`config.mk`:
```
export PLATFORM = sky130hd
export DESIGN_NAME = idli_alu_seq_m
export DESIGN_NICKNAME = d
export VERILOG_FILES = /design/src/rtl/idli_pkg.sv /design/src/rtl/idli_alu_slice_m.sv /design/src/rtl/idli_alu_seq_m.sv
export SDC_FILE = /design/constraint.sdc
export NUM_CORES = 1
export LEC_CHECK = 0
export CORE_MARGIN = 3
export CORE_UTILIZATION = 40
export CTS_CLUSTER_SIZE = 16
export DETAILED_ROUTE_END_ITERATION = 10
export MAX_ROUTING_LAYER = met4
export PLACE_DENSITY = 0.7
export RECOVER_POWER = 50
export SYNTH_ARGS = -nofsm -noshare
export SYNTH_HDL_FRONTEND = slang
export SYNTH_HIERARCHICAL = 1
export SYNTH_SLANG_ARGS = --single-unit
export TNS_END_PERCENT = 20
```
`constraint.sdc`:
```
create_clock -name i_alu_gck -period 3.9 [get_ports i_alu_gck]
set_input_delay 0.78 -clock i_alu_gck [delete_from_list [all_inputs] [get_ports i_alu_gck]]
set_output_delay 0.78 -clock i_alu_gck [all_outputs]
set_load 0.03 [all_outputs]
```
`src/rtl/idli_pkg.sv`:
```
// Shared types for the sequenced slice ALU.
package idli_pkg;

  // Opcode encoding; 3'd7 is unused and decodes as XOR.
  typedef enum logic [2:0] {
    AluAdd  = 3'd0,
    AluSub  = 3'd1,
    AluCmp  = 3'd2,
    AluAnd  = 3'd3,
    AluOr   = 3'd4,
    AluXor  = 3'd5,
    AluPass = 3'd6
  } alu_seq_op_t;

  typedef struct packed {
    logic z;
    logic n;
    logic c;
    logic v;
  } alu_flags_t;

  // Subtract-style ops invert rhs and seed the carry with 1.
  function automatic logic alu_is_sub(alu_seq_op_t op);
    return (op == AluSub) || (op == AluCmp);
  endfunction

endpackage

```
`src/rtl/idli_alu_slice_m.sv`:
```
// Combinational SLICE_W-wide ALU slice: ripple adder plus logic ops.
module idli_alu_slice_m
  import idli_pkg::*;
#(
  parameter int unsigned SLICE_W = 4
) (
  input  alu_seq_op_t        i_op,
  input  logic [SLICE_W-1:0] i_lhs,
  input  logic [SLICE_W-1:0] i_rhs,
  input  logic               i_cin,
  output logic [SLICE_W-1:0] o_data,
  output logic               o_cout,
  output logic               o_cmsb
);

  logic [SLICE_W-1:0] w_rhs;
  logic [SLICE_W-1:0] w_sum;
  logic [SLICE_W:0]   w_c;

  // Ripple-carry sum over the slice with optional rhs inversion.
  always_comb begin
    w_rhs  = alu_is_sub(i_op) ? ~i_rhs : i_rhs;
    w_sum  = '0;
    w_c    = '0;
    w_c[0] = i_cin;
    for (int i = 0; i < SLICE_W; i++) begin
      w_sum[i]   = i_lhs[i] ^ w_rhs[i] ^ w_c[i];
      w_c[i+1]   = (i_lhs[i] & w_rhs[i]) | (w_c[i] & (i_lhs[i] ^ w_rhs[i]));
    end
  end

  // Result select; logical ops report no carry so the chain is cleared.
  always_comb begin
    o_data = i_lhs ^ i_rhs;
    o_cout = 1'b0;
    o_cmsb = 1'b0;
    case (i_op)
      AluAdd, AluSub, AluCmp: begin
        o_data = w_sum;
        o_cout = w_c[SLICE_W];
        o_cmsb = w_c[SLICE_W-1];
      end
      AluAnd:  o_data = i_lhs & i_rhs;
      AluOr:   o_data = i_lhs | i_rhs;
      AluPass: o_data = i_rhs;
      default: o_data = i_lhs ^ i_rhs;
    endcase
  end

endmodule

```
`src/rtl/idli_alu_seq_m.sv`:
```
// Sequenced ALU: processes a WORD_W-bit op as LSB-first slices and
// delivers registered Z/N/C/V flags after the last slice.
module idli_alu_seq_m
  import idli_pkg::*;
#(
  parameter int unsigned SLICE_W = 4,
  parameter int unsigned WORD_W  = 16
) (
  input  logic               i_alu_gck,
  input  logic               i_alu_rst_n,
  input  logic               i_alu_vld,
  input  logic               i_alu_flush,
  input  alu_seq_op_t        i_alu_op,
  input  logic [SLICE_W-1:0] i_alu_lhs,
  input  logic [SLICE_W-1:0] i_alu_rhs,
  output logic [SLICE_W-1:0] o_alu_data,
  output logic               o_alu_data_vld,
  output logic               o_alu_last,
  output logic               o_alu_busy,
  output alu_flags_t         o_alu_flags,
  output logic               o_alu_flags_vld
);

  localparam int unsigned NUM_SLICES = WORD_W / SLICE_W;
  localparam int unsigned CNT_W      = (NUM_SLICES > 1) ? $clog2(NUM_SLICES) : 1;
  localparam logic [CNT_W-1:0] CNT_LAST = CNT_W'(NUM_SLICES - 1);

  logic [CNT_W-1:0]   r_cnt;
  alu_seq_op_t        r_op;
  logic               r_carry;
  logic               r_zacc;
  alu_flags_t         r_flags;
  logic               r_flags_vld;

  logic               w_first;
  logic               w_last;
  logic               w_acc;
  alu_seq_op_t        w_op;
  logic               w_cin;
  logic [SLICE_W-1:0] w_data;
  logic               w_cout;
  logic               w_cmsb;
  logic               w_zacc_nxt;

  // Slice position, effective opcode and carry-in for the current slice.
  always_comb begin
    w_first    = (r_cnt == '0);
    w_last     = (r_cnt == CNT_LAST);
    w_acc      = i_alu_vld & ~i_alu_flush;
    w_op       = w_first ? i_alu_op : r_op;
    w_cin      = w_first ? alu_is_sub(w_op) : r_carry;
    w_zacc_nxt = (w_first | r_zacc) & (w_data == '0);
  end

  idli_alu_slice_m #(
    .SLICE_W (SLICE_W)
  ) u_slice (
    .i_op   (w_op),
    .i_lhs  (i_alu_lhs),
    .i_rhs  (i_alu_rhs),
    .i_cin  (w_cin),
    .o_data (w_data),
    .o_cout (w_cout),
    .o_cmsb (w_cmsb)
  );

  // Output drive; CMP never requests writeback.
  always_comb begin
    o_alu_data      = w_data;
    o_alu_data_vld  = w_acc & (w_op != AluCmp);
    o_alu_last      = i_alu_vld & w_last;
    o_alu_busy      = (r_cnt != '0);
    o_alu_flags     = r_flags;
    o_alu_flags_vld = r_flags_vld;
  end

  // Slice counter, op latch, carry/zero chain and flag register.
  always_ff @(posedge i_alu_gck) begin
    if (!i_alu_rst_n) begin
      r_cnt       <= '0;
      r_op        <= AluAdd;
      r_carry     <= 1'b0;
      r_zacc      <= 1'b0;
      r_flags     <= '0;
      r_flags_vld <= 1'b0;
    end else if (i_alu_flush) begin
      r_cnt       <= '0;
      r_carry     <= 1'b0;
      r_zacc      <= 1'b0;
      r_flags_vld <= 1'b0;
    end else begin
      r_flags_vld <= 1'b0;
      if (i_alu_vld) begin
        r_cnt   <= w_last ? '0 : r_cnt + CNT_W'(1);
        r_carry <= w_cout;
        r_zacc  <= w_zacc_nxt;
        if (w_first) begin
          r_op <= i_alu_op;
        end
        if (w_last) begin
          r_flags.z   <= w_zacc_nxt;
          r_flags.n   <= w_data[SLICE_W-1];
          r_flags.c   <= w_cout;
          r_flags.v   <= w_cmsb ^ w_cout;
          r_flags_vld <= 1'b1;
        end
      end
    end
  end

endmodule

```
# Word level (Yosys, flattened, before mapping)
# Index checks and enable logic that the tools add are counted.
[classes]
addsub = 1
n_eq_ne = 7
n_mux = 8
n_bitwise = 33
n_reduce_logical = 10
[op_table]
columns = ["operator", "count"]
rows = [
  ["4-bit case mux with 4 select lines", 1],
  ["1-bit AND", 12],
  ["1-bit XOR", 9],
  ["3-bit by 2-bit == test with 1-bit output (second input constant)", 2],
  ["3-bit == test (second input constant)", 2],
  ["3-bit OR reduction", 2],
  ["1-bit OR", 5],
  ["4-bit AND", 1],
  ["4-bit zero test", 1],
  ["1-bit two-way mux", 4],
  ["4-bit two-way mux", 1],
  ["4-bit NOT", 1],
  ["4-bit OR", 1],
  ["4-bit XOR", 1],
  ["3-bit by 1-bit == test with 1-bit output (second input constant)", 1],
  ["3-bit zero test", 1],
  ["3-bit two-way mux", 1],
  ["3-bit by 2-bit inequality test with 1-bit output (second input constant)", 1],
  ["1-bit NOT", 3],
  ["3-bit AND reduction", 1],
  ["2-bit by 1-bit adder with 2-bit output (second input constant)", 1],
  ["2-bit == test (second input constant)", 1],
  ["2-bit zero test", 1],
  ["2-bit two-way mux", 1],
  ["4 further kinds", 4],
]
[word_totals]
ff_bits = 12
input_bits = 15
word_cells = 68

# Logic depth before layout (Yosys ltp)
# Gate-level depths: netlist (run 1).
[logic_depth]
word_depth = 16
depth_mapped = 19
ltp_nobuf = 18

# Cells and area by module
# Netlist (run 1), hierarchy kept.
[by_module_without_submodules]
columns = ["mod", "n_inst", "cells_per_inst", "area_each_um2", "seq_area_each_um2"]
rows = [
  ["idli_alu_seq_m", 1, 62, 593.1, 240.2],
  ["idli_alu_slice_m", 1, 65, 493.0, 0.0],
]

# Worst setup path after synthesis (run 1)
# No wires, ideal clock.
[synth_timing]
kind = "input to output"
start = "in i_alu_op[2]"
end = "out o_alu_data[3]"
arrival_time_ns = 3.590
required_ns = 3.120
setup_slack_ns = -0.470
path_stages = 13
n_path_buf = 1
cell_sequence = "mux2i_1 > inv_1 > clkbuf_4 > nor2_2 > xnor2_1 > fa_1 > inv_1 > fa_1 > inv_1 > fa_1 > fa_1 > a21oi_1 > o21ai_1"
[synth_between]
elab_chain_cells = 13
elab_cells_between_ends = 26
classes_between = "eq/ne: 5; mux: 4; bitwise: 14; reduce/logical: 3"
[synth_lines]
columns = ["element", "line_no", "source"]
rows = [
  ["from (decl)", "idli_alu_seq_m.sv:13", "input alu_seq_op_t i_alu_op,"],
  ["3-bit two-way mux (*)", "--", ""],
  ["net w_op[2]", "idli_alu_seq_m.sv:38", "alu_seq_op_t w_op;"],
  ["3-bit by 1-bit == test with 1-bit output or 3-bit by 2-bit == test with 1-bit output (tied branches)", "idli_pkg.sv:24, idli_alu_slice_m.sv:37", ""],
  ["1-bit logical OR", "idli_pkg.sv:24", "return (op == AluSub) || (op == AluCmp);"],
  ["4-bit two-way mux", "idli_alu_slice_m.sv:22", "w_rhs = alu_is_sub(i_op) ? ~i_rhs : i_rhs;"],
  ["1-bit XOR", "idli_alu_slice_m.sv:28", "w_c[i+1] = (i_lhs[i] & w_rhs[i]) | (w_c[i] & (i_lhs[i] ^ w_rhs[i]));"],
  ["1-bit AND", "idli_alu_slice_m.sv:28", ""],
  ["1-bit OR", "idli_alu_slice_m.sv:28", ""],
  ["1-bit AND", "idli_alu_slice_m.sv:28", ""],
  ["1-bit OR", "idli_alu_slice_m.sv:28", ""],
  ["1-bit AND", "idli_alu_slice_m.sv:28", ""],
  ["1-bit OR", "idli_alu_slice_m.sv:28", ""],
  ["1-bit XOR", "idli_alu_slice_m.sv:27", "w_sum[i] = i_lhs[i] ^ w_rhs[i] ^ w_c[i];"],
  ["4-bit case mux with 4 select lines (*)", "idli_alu_slice_m.sv:37", "case (i_op)"],
  ["to (decl)", "idli_alu_seq_m.sv:16", "output logic [SLICE_W-1:0] o_alu_data,"],
]
# Mark *: on every way through the listed nets, which the timed path passes. The rest lies on a longest branch.

# Final worst setup path (run 1)
[layout_timing]
start = "in i_alu_op[1]"
end = "out o_alu_data[3]"
# The elaborated chain is that of the path after synthesis.

==> flow_summary.ini, run 1 <==
[run_status]
outcome = finished, violations left
violations = negative setup slack

[critical_path]
r2r-start = r_cnt[0]
critPathCaptureType = output port
path_max_fanout = 2
critPathLaunch = i_alu_op[1]
cp.required_ns = 3.12
path_class = in2out
arrival_ns = 3.50
cp-start-kind = input port

[finish]
final_nets = 202
antenna_cells = 0
syn2layout_area_growth_pct = 46.0
drive_gt1_frac = 0.262
final_cell_mix = 23 x buf_4, 17 x inv_1, 14 x clkdlybuf4s50_1
final_common_cell = buf_4

[timing]
clock.fmax_mhz = 234
period_minus_slack_ns = 4.28
setup_viol = 3
finalClockSkew_ns = 0.00413
tightestPinTransition_ns = 0.407
period_share = 1.10
finalSetupTns_ns = -0.774
hold_viol_final = 0
fin_ws_ns = -0.380
rsz0062_at_grt = yes
slew_headroom = 0.729
finalMaxSlewViolations = 0
whs_ns = 0.480

[synthesis]
synth-async-reset-ratio = 0
synth_edf_count = 0
synthCells = 127
synth_largest_area_cell = dfxtp_1
syn-num-nets = 156
syn_area_um2 = 1090
yosysTopAreaCellShare = 0.221
synth_cell_types = 36
seq_area_frac_synth = 0.221
synth_area_leaders = dfxtp_1 22%, ha_1 12%, mux2i_1 9.2%
synthFlopType = dfxtp_1
yosysWarnings = 6
synth-seq-cells = 12
avgSynthCellArea_um2 = 8.55

[clock_network]
clock_latency_ns = 0.28
clock_sinks = 12
cts_made_buffers = 3
clock_path_buffers = 2
cts_tree = done
cts_root_buffer = clkbuf_4
clk_pin_slew_ns = 0.08
htreeDepth = 1

[floorplanning]
core_um2 = 2520
io_pins = 27
die_w_um = 58.1
die_area_um2 = 3380
initial_core_util = 0.431
dieHeight_um = 58.1
rows = 18

[global_route]
antenna_found_initial = 0
grt_pass1_vias = 1043
grtUsageTotal = 0.168
gr-total-overflow = 0
grt_pass1_wl_um = 4280
grt_max_degree = 16

[placement]
gp_congestion = 0.806
portBuffers = 26
place_hpwl_um = 2040

[pwr]
p_per_area_nw_per_um2 = 289
peakVddDrop_v = 0.000241
power.total_mw = 0.458
p_leak_nw = 0.778

[min_path]
worstHoldPathType = reg2reg
hp-start = o_alu_flags[3]

[drt]
routedWlPerCell_um = 12.5
initialDrtViolationCount = 14
vias = 1019
ant_nets = 0
vias_per_cell = 5.04
drcViolationCount = 0
finalWirelength_um = 2530
firstDrtPassIters = 4

[flow_run]
cap_violations = 0
-- layer usage --
metal | global-route usage | up-vias | routed length [µm]
li1 | - | 515 | -
met1 | 0.179 | 472 | 1090
met2 | 0.295 | 23 | 1260
met3 | 0.0223 | 9 | 93
met4 | 0.0993 | 0 | 86
met5 | - | - | 0
-- path summary, 6_finish.rpt --
kind,end,slack [ns],cells after the start
worst max-delay path,o_alu_data[3],-0.38,14
worst min-delay path,o_alu_flags[3],0.48,2
worst max register to register,o_alu_flags[3],0.05,18
worst min register to register,o_alu_flags[3],0.48,2
-- logic make-up after synthesis --
| group | share of synthesized area |
|---|---|
| xor gates and xnor gates | 0.0565 |
| adders and majority gates | 0.189 |
| muxes | 0.103 |
| and+or+nand+nor | 0.168 |
| buffers and inverters | 0.104 |
| AOI/OAI and AO/OA | 0.159 |
| DFF | 0.221 |
-- cell type report --
class                      count  area (µm²)
clock buffer                   4        36.3
fill                         230         937
tap                           30        37.5
sequential                    12         240
multi-input combinational     90         792
inverter                      19        71.3
timing repair buffer          47         408
-- report_power, final --
group          total [mW]  internal (mW)  switching, mW
registers           0.128          0.126        0.00199
clock network       0.101         0.0569         0.0443
logic               0.229          0.113          0.115
total               0.458          0.296          0.162
-- cells in the mapped netlist (2+ instances only) --
master	instances
mux2i_1	10
nor2_1	6
o211a_1	3
ha_1	10
nor2b_1	5
and3_1	2
inv_1	19
fa_1	4
a21oi_1	7
nand2_1	10
a211oi_1	2
a31oi_1	4
buf_2	2
and2_1	3
dfxtp_1	12
o21ai_1	2
xnor2_1	7
-- critical path, stage by stage --
cell           delay [ns]
dlygate4sd2_1        0.24
mux2_4               0.29
xnor2_4              0.18
nor2_4               0.05
xnor2_2              0.13
fa_2                 0.33
inv_2                0.06
fa_1                 0.14
inv_1                0.05
fa_2                 0.34
fa_1                 0.51
a21oi_2              0.06
o21ai_2              0.17
buf_6                0.15
-- flip-flops by register name (all words and copies together), names as in the netlist --
register         flops
o_alu_flags          4
r_op                 3
r_cnt                2
o_alu_flags_vld      1
r_carry              1
r_zacc               1
-- stage by stage --
stage | utilization | area [µm²] | std cells | setup WS [ns]
2_1_floorplan | - | 1110 | 127 | -0.202
3_3_place_gp | 0.595 | 1500 | 196 | -0.631
3_5_place_dp | 0.595 | 1500 | 196 | -0.735
4_1_cts | 0.621 | 1570 | 201 | -0.441
5_1_grt | 0.628 | 1590 | 202 | -0.475
6_report | 0.628 | 1590 | 202 | -0.380
-- timing repair --
item / 4_1_cts / 5_1_grt
gates resized for setup: 8 / 4
setup buffers: 1 / 1
setup endpoints to repair: 5 / 5
pin swaps: 4 / 5
hold buffers: 0 / 0
Note: power is estimated with default switching activity, not from simulation.
==> run 2, diff against run 1 <==
--- a/config.mk
+++ b/config.mk
@@ -7,6 +7,7 @@
 export LEC_CHECK = 0
 export CORE_MARGIN = 3
 export CORE_UTILIZATION = 40
+export CTS_CLUSTER_DIAMETER = 50
 export CTS_CLUSTER_SIZE = 16
 export DETAILED_ROUTE_END_ITERATION = 10
 export MAX_ROUTING_LAYER = met4
==> results of run 2 <==
No change in the layout: final DEF, timing and power equal those of run 1.
==> run 3, diff against run 2 <==
--- a/config.mk
+++ b/config.mk
@@ -7,7 +7,6 @@
 export LEC_CHECK = 0
 export CORE_MARGIN = 3
 export CORE_UTILIZATION = 40
-export CTS_CLUSTER_DIAMETER = 50
 export CTS_CLUSTER_SIZE = 16
 export DETAILED_ROUTE_END_ITERATION = 10
 export MAX_ROUTING_LAYER = met4
==> results of run 3 <==
No change in the layout: final DEF, timing and power equal those of run 1.
==> variant 1 (config.mk and constraints of run 3) <==
The parameter `WORD_W` goes from 16 to 32.
--- a/src/rtl/idli_alu_seq_m.sv
+++ b/src/rtl/idli_alu_seq_m.sv
@@ -4,7 +4,7 @@
   import idli_pkg::*;
 #(
   parameter int unsigned SLICE_W = 4,
-  parameter int unsigned WORD_W  = 16
+  parameter int unsigned WORD_W  = 32
 ) (
   input  logic               i_alu_gck,
   input  logic               i_alu_rst_n,
Behaviour: not the same (Yosys sat finds a counterexample within 4 cycles, from zero or initial values and one cycle with i_alu_rst_n low).
==> variant 1 against run 3 <==
  * The flow still finishes with violations (setup timing)
  * Area after synthesis is 7.3% higher
  * Setup slack worse by 0.17 ns
  * Total power fell by 1.3%
  * Cell area grew 3.3%
  * Clock power is 13% lower
  * Fmax is 3.8% lower
  * Wire length increased by 13%
  * Hold slack got worse by 0.013 ns
  * Sequential cell count rose by 1
  * Largest cell class unchanged
  * Highest routed layer unchanged
==> variant 1: results (changes against run 3) <==
Status
  • Status: finished, violations left (unchanged)
  • Failing checks: setup timing (unchanged)

Clocking
  • Clock-pin slew on the worst setup and hold paths: 0.08 ns (about the same)
  • Clock buffer depth: 2 (unchanged)
  • CTS Root Cell: clkbuf_4 (unchanged)
  • Clock latency on the worst-skew pair: 0.29 ns
  • H-tree depth: 1 (unchanged)
  • Total CTS buffers: 3 (unchanged)

Placed design
  • HPWL Detailed: 2190 µm (was 2040 µm)
  • Final GP Congestion: 0.779 (was 0.806)
  • Cell Area, Placed: 1550 µm² (was 1500 µm²)
  • IO buf count: 26 (unchanged)

Layout
  • Final Net Count: 209 (was 202)
  • Fillers: 232 (was 230)
  • Max reg flops: 4 (unchanged)
  • Antenna cell count: 0 (unchanged)
  • Fraction of layout cells with a size suffix above 1: 0.236 (was 0.262)

Global routing
  • Initial antenna violation count: 0 (unchanged)
  • Largest net degree at the start of global routing: 14 (was 16)
  • Vias in the first global route: 1142 (was 1043)
  • All-Layer GR Usage: 0.186 (was 0.168)
  • Global routing met2 resource utilization: 0.316 (was 0.295)
  • First-pass GRT wire length: 4950 µm (was 4280 µm)
  • Met3 usage: 0.0410 (was 0.0223)
  • Met1 global-route usage: 0.221 (was 0.179)

Setup path
  • R2R setup slack: 0.16 ns (was 0.05 ns)
  • CP arrival: 3.67 ns (was 3.50 ns)
  • Slowest-stage cell, CP: fa_1 (unchanged)
  • Crit-path leading delay family: adder cells (unchanged)
  • Crit Path Max Fanout: 2 (unchanged)
  • Slowest stage delay, CP: 0.51 ns (about the same)

Timing
  • Clk_skew: 0.00240 ns (was 0.00413 ns)
  • Final setup vio count: 3 (unchanged)
  • Hold_ws: 0.467 ns (was 0.480 ns)
  • Setup WS post-layout: -0.547 ns (was -0.380 ns)
  • Slew Viols, Final: 0 (unchanged)
  • Rel. slew slack: 0.722 (was 0.729)

Logic synthesis
  • Post-Syn Nets: 167 (was 156)
  • Synth top area cells: dfxtp_1 (22%), ha_1 (12%), mux2i_1 (9.5%), fa_1 (6.9%), inv_1 (5.5%) (was dfxtp_1 (22%), ha_1 (12%), mux2i_1 (9.2%), fa_1 (7.4%), inv_1 (6.6%))
  • Synth async-reset ratio: 0 (unchanged)
  • Seq/Total Area, Yosys: 0.223 (was 0.221)
  • Ys flop type: dfxtp_1 (unchanged)
  • YS warnings: 6 (unchanged)
  • Synth cell types: 36 (unchanged)
  • Synth cell count leaders: inv_1 (17), dfxtp_1 (13), nand2_1 (13) (was inv_1 (19), dfxtp_1 (12), ha_1 (10), mux2i_1 (10), nand2_1 (10))

Detailed routing
  • Wire per inst: 13.7 µm (was 12.5 µm)
  • Iter 0 DRT Violations: 31 (was 14)
  • Vias per cell: 5.13 (was 5.04)
  • TritonRoute pass-1 iters: 4 (unchanged)

Power
  • VDD IR-drop max: 0.230 mV (was 0.241 mV)
  • P_leak: 0.779 nW (was 0.778 nW)

Min path
  • Hold/Removal Path Class: reg2reg (unchanged)
variant 1: changes by cell type in the layout (fill, tap and decap cells not counted), sizes merged, moves of 2 or more:
cell / run 3 / this run
buf: 24 / 22
nor2b: 5 / 9
nand2: 10 / 13
o21ai: 3 / 5
dlygate4sd2: 2 / 0
clkbuf: 5 / 3
clkdlybuf4s50: 14 / 16
variant 1: final timing paths:
kind / from / endpoint / depth (start not counted)
worst max register to register: r_cnt[1] / o_alu_flags[3] / 21
worst min-delay path: o_alu_flags[3] / o_alu_flags[3] / 2
worst max-delay path: i_alu_op[0] / o_alu_data[3] / 15
worst min register to register: o_alu_flags[3] / o_alu_flags[3] / 2
variant 1: cells by family after synthesis:
| logic type | share of synthesized area |
|---|---|
| adders and majority gates | 0.187 |
| buffers and inverters | 0.102 |
| DFF | 0.223 |
| AOI/OAI and AO/OA | 0.137 |
| muxes | 0.107 |
| xor gates and xnor gates | 0.0526 |
| and+or+nand+nor | 0.190 |
variant 1: tightest hold or removal path, stage by stage (launching register included):
cell	delay, ns
dfxtp_1	0.33
nand2_1	0.06
o21ai_1	0.05
variant 1: layer usage:
metal / vias to the layer above / routed length, µm
li1: 542 / -
met1: 496 / 1280
met2: 23 / 1410
met3: 6 / 129
met4: 0 / 35
met5: - / 0
variant 1: cell type report:
type	count	area (µm²)	share of cell area
well taps	30	37.5	0.0229
clock buffers	3	22.5	0.0138
inverters	18	70.1	0.0428
clock inverters	1	5.00	0.00306
multi-input cells	99	850	0.519
flip-flops and latches	13	262	0.160
repair buffers	44	392	0.239
variant 1: through the flow:
step | power, mW | utilization | worst slack, ns | TNS [ns] | std cells
6_report | 0.452 | 0.627 | -0.547 | -1.31 | 208
4_1_cts | 0.454 | 0.625 | -0.540 | -1.23 | 208
3_5_place_dp | 0.348 | 0.594 | -0.672 | -2.84 | 203
3_3_place_gp | 0.342 | 0.594 | -0.600 | -2.32 | 203
2_1_floorplan | 0.272 | - | -0.237 | -0.584 | 137
5_1_grt | 0.484 | 0.627 | -0.689 | -1.79 | 208
variant 1: power breakdown:
group	switching (mW)	internal, mW
Combinational	0.121	0.106
Sequential	0.00170	0.136
Clock	0.0493	0.0382
variant 1: what timing repair did:
item	4_1_cts	5_1_grt
buffers inserted	1	0
setup endpoints to repair	5	5
resized for setup	10	2
pin swaps	4	1
==> variant 2 (config.mk and constraints of run 3) <==
Made on the original files. Make the reset (`i_alu_rst_n`) asynchronous in one clocked block.
--- a/src/rtl/idli_alu_seq_m.sv
+++ b/src/rtl/idli_alu_seq_m.sv
@@ -75,7 +75,7 @@
   end
 
   // Slice counter, op latch, carry/zero chain and flag register.
-  always_ff @(posedge i_alu_gck) begin
+  always_ff @(posedge i_alu_gck or negedge i_alu_rst_n) begin
     if (!i_alu_rst_n) begin
       r_cnt       <= '0;
       r_op        <= AluAdd;
Behaviour: differs if i_alu_rst_n is asserted again (counterexample within 4 cycles, from zero or initial values and one cycle with i_alu_rst_n low); with i_alu_rst_n held inactive, the same outputs for 10 cycles.
==> variant 2 against run 3 <==
  * The run still ends with setup timing left
  * Count of clock-buffer cells in the layout fell by 1
  * Area after synthesis rose by 1.0%
  * Register-to-register slack got worse by 0.09 ns
  * Setup slack improved by 0.021 ns
  * Synthesized cell count fell by 5.5%
  * Wire length rose by 13%
  * Sequential cell count did not move
  * Cell area rose by 9.5%
Power is not compared: it rests on default switching activity, and its combinational part moved more than twofold at a synthesized area within 25%.
==> variant 2: results (changes against run 3) <==
Status
  • Status: finished, violations left (unchanged)
  • Failing checks: setup timing (unchanged)

Layout
  • Fraction of layout cells with a size suffix above 1: 0.424 (was 0.262)
  • Fillers: 177 (was 230)
  • Buffer share of cell area: 0.289 (was 0.257)
  • ClkCell Share: 0.0130 (was 0.0229)
  • Area of the multi-input gates: 802 µm² (was 792 µm²)

Detailed routing
  • Wire per inst: 13.8 µm (was 12.5 µm)
  • Met2 wire len: 1520 µm (was 1260 µm)
  • Vias per cell: 5.06 (was 5.04)
  • Wl on met1: 1220 µm (was 1090 µm)
  • Total number of vias: 1048 (was 1019)

Global routing
  • Met1 global-route usage: 0.212 (was 0.179)
  • Vias in the first global route: 1097 (was 1043)
  • Global routing met2 resource utilization: 0.343 (was 0.295)

Logic synthesis
  • Synth Area in Compound Gates: 0.147 (was 0.159)
  • Post-Syn Nets: 149 (was 156)
  • Adder-Cell Fraction of Synth Area: 0.187 (was 0.189)
  • Ys flop type: dfrtp_1 (was dfxtp_1)
  • Mean area per synthesized cell: 9.14 µm² (was 8.55 µm²)
  • XOR/XNOR Fraction of Synth Area: 0.0559 (was 0.0565)

Timing
  • Setup WS post-layout: -0.358 ns (was -0.380 ns)
  • Least-Margin Pin Slew: 0.526 ns (was 0.407 ns)
  • Hold_ws: 0.492 ns (was 0.480 ns)
  • Final setup vio count: 6 (was 3)

Setup path
  • R2R setup slack: -0.04 ns (was 0.05 ns)
  • Reg-to-Reg End: o_alu_flags[3] (unchanged)

Placed design
  • Placed cells: 189 (was 196)

Die
  • Core Box Area: 2540 µm² (was 2520 µm²)

Min path
  • Hold wc startpoint: o_alu_flags[0] (was o_alu_flags[3])
## variant 2: cell types whose count changed after synthesis, moves of 3 or more
| cell | run 3 | this run |
|---|---|---|
| dfxtp_1 | 12 | 0 |
| nor2b_1 | 5 | 2 |
| mux2i_1 | 10 | 7 |
| dfrtp_1 | 0 | 12 |
| o211a_1 | 3 | 0 |
| o21ai_0 | 1 | 4 |
## variant 2: cells by family after synthesis
family,after synthesis
flip-flops,12
AO/OA/AOI/OAI,24
XOR/XNOR,7
multiplexers,11
AND/OR/NAND/NOR,28
buffers and inverters,24
adder cells (fa/ha/maj),14
## variant 2: timing repair
action | CTS | global route
cloned | 0 | 0
setup buffers | 16 | 0
endpoints found under the setup margin | 6 | 7
pin swaps | 12 | 11
resized for setup | 22 | 16
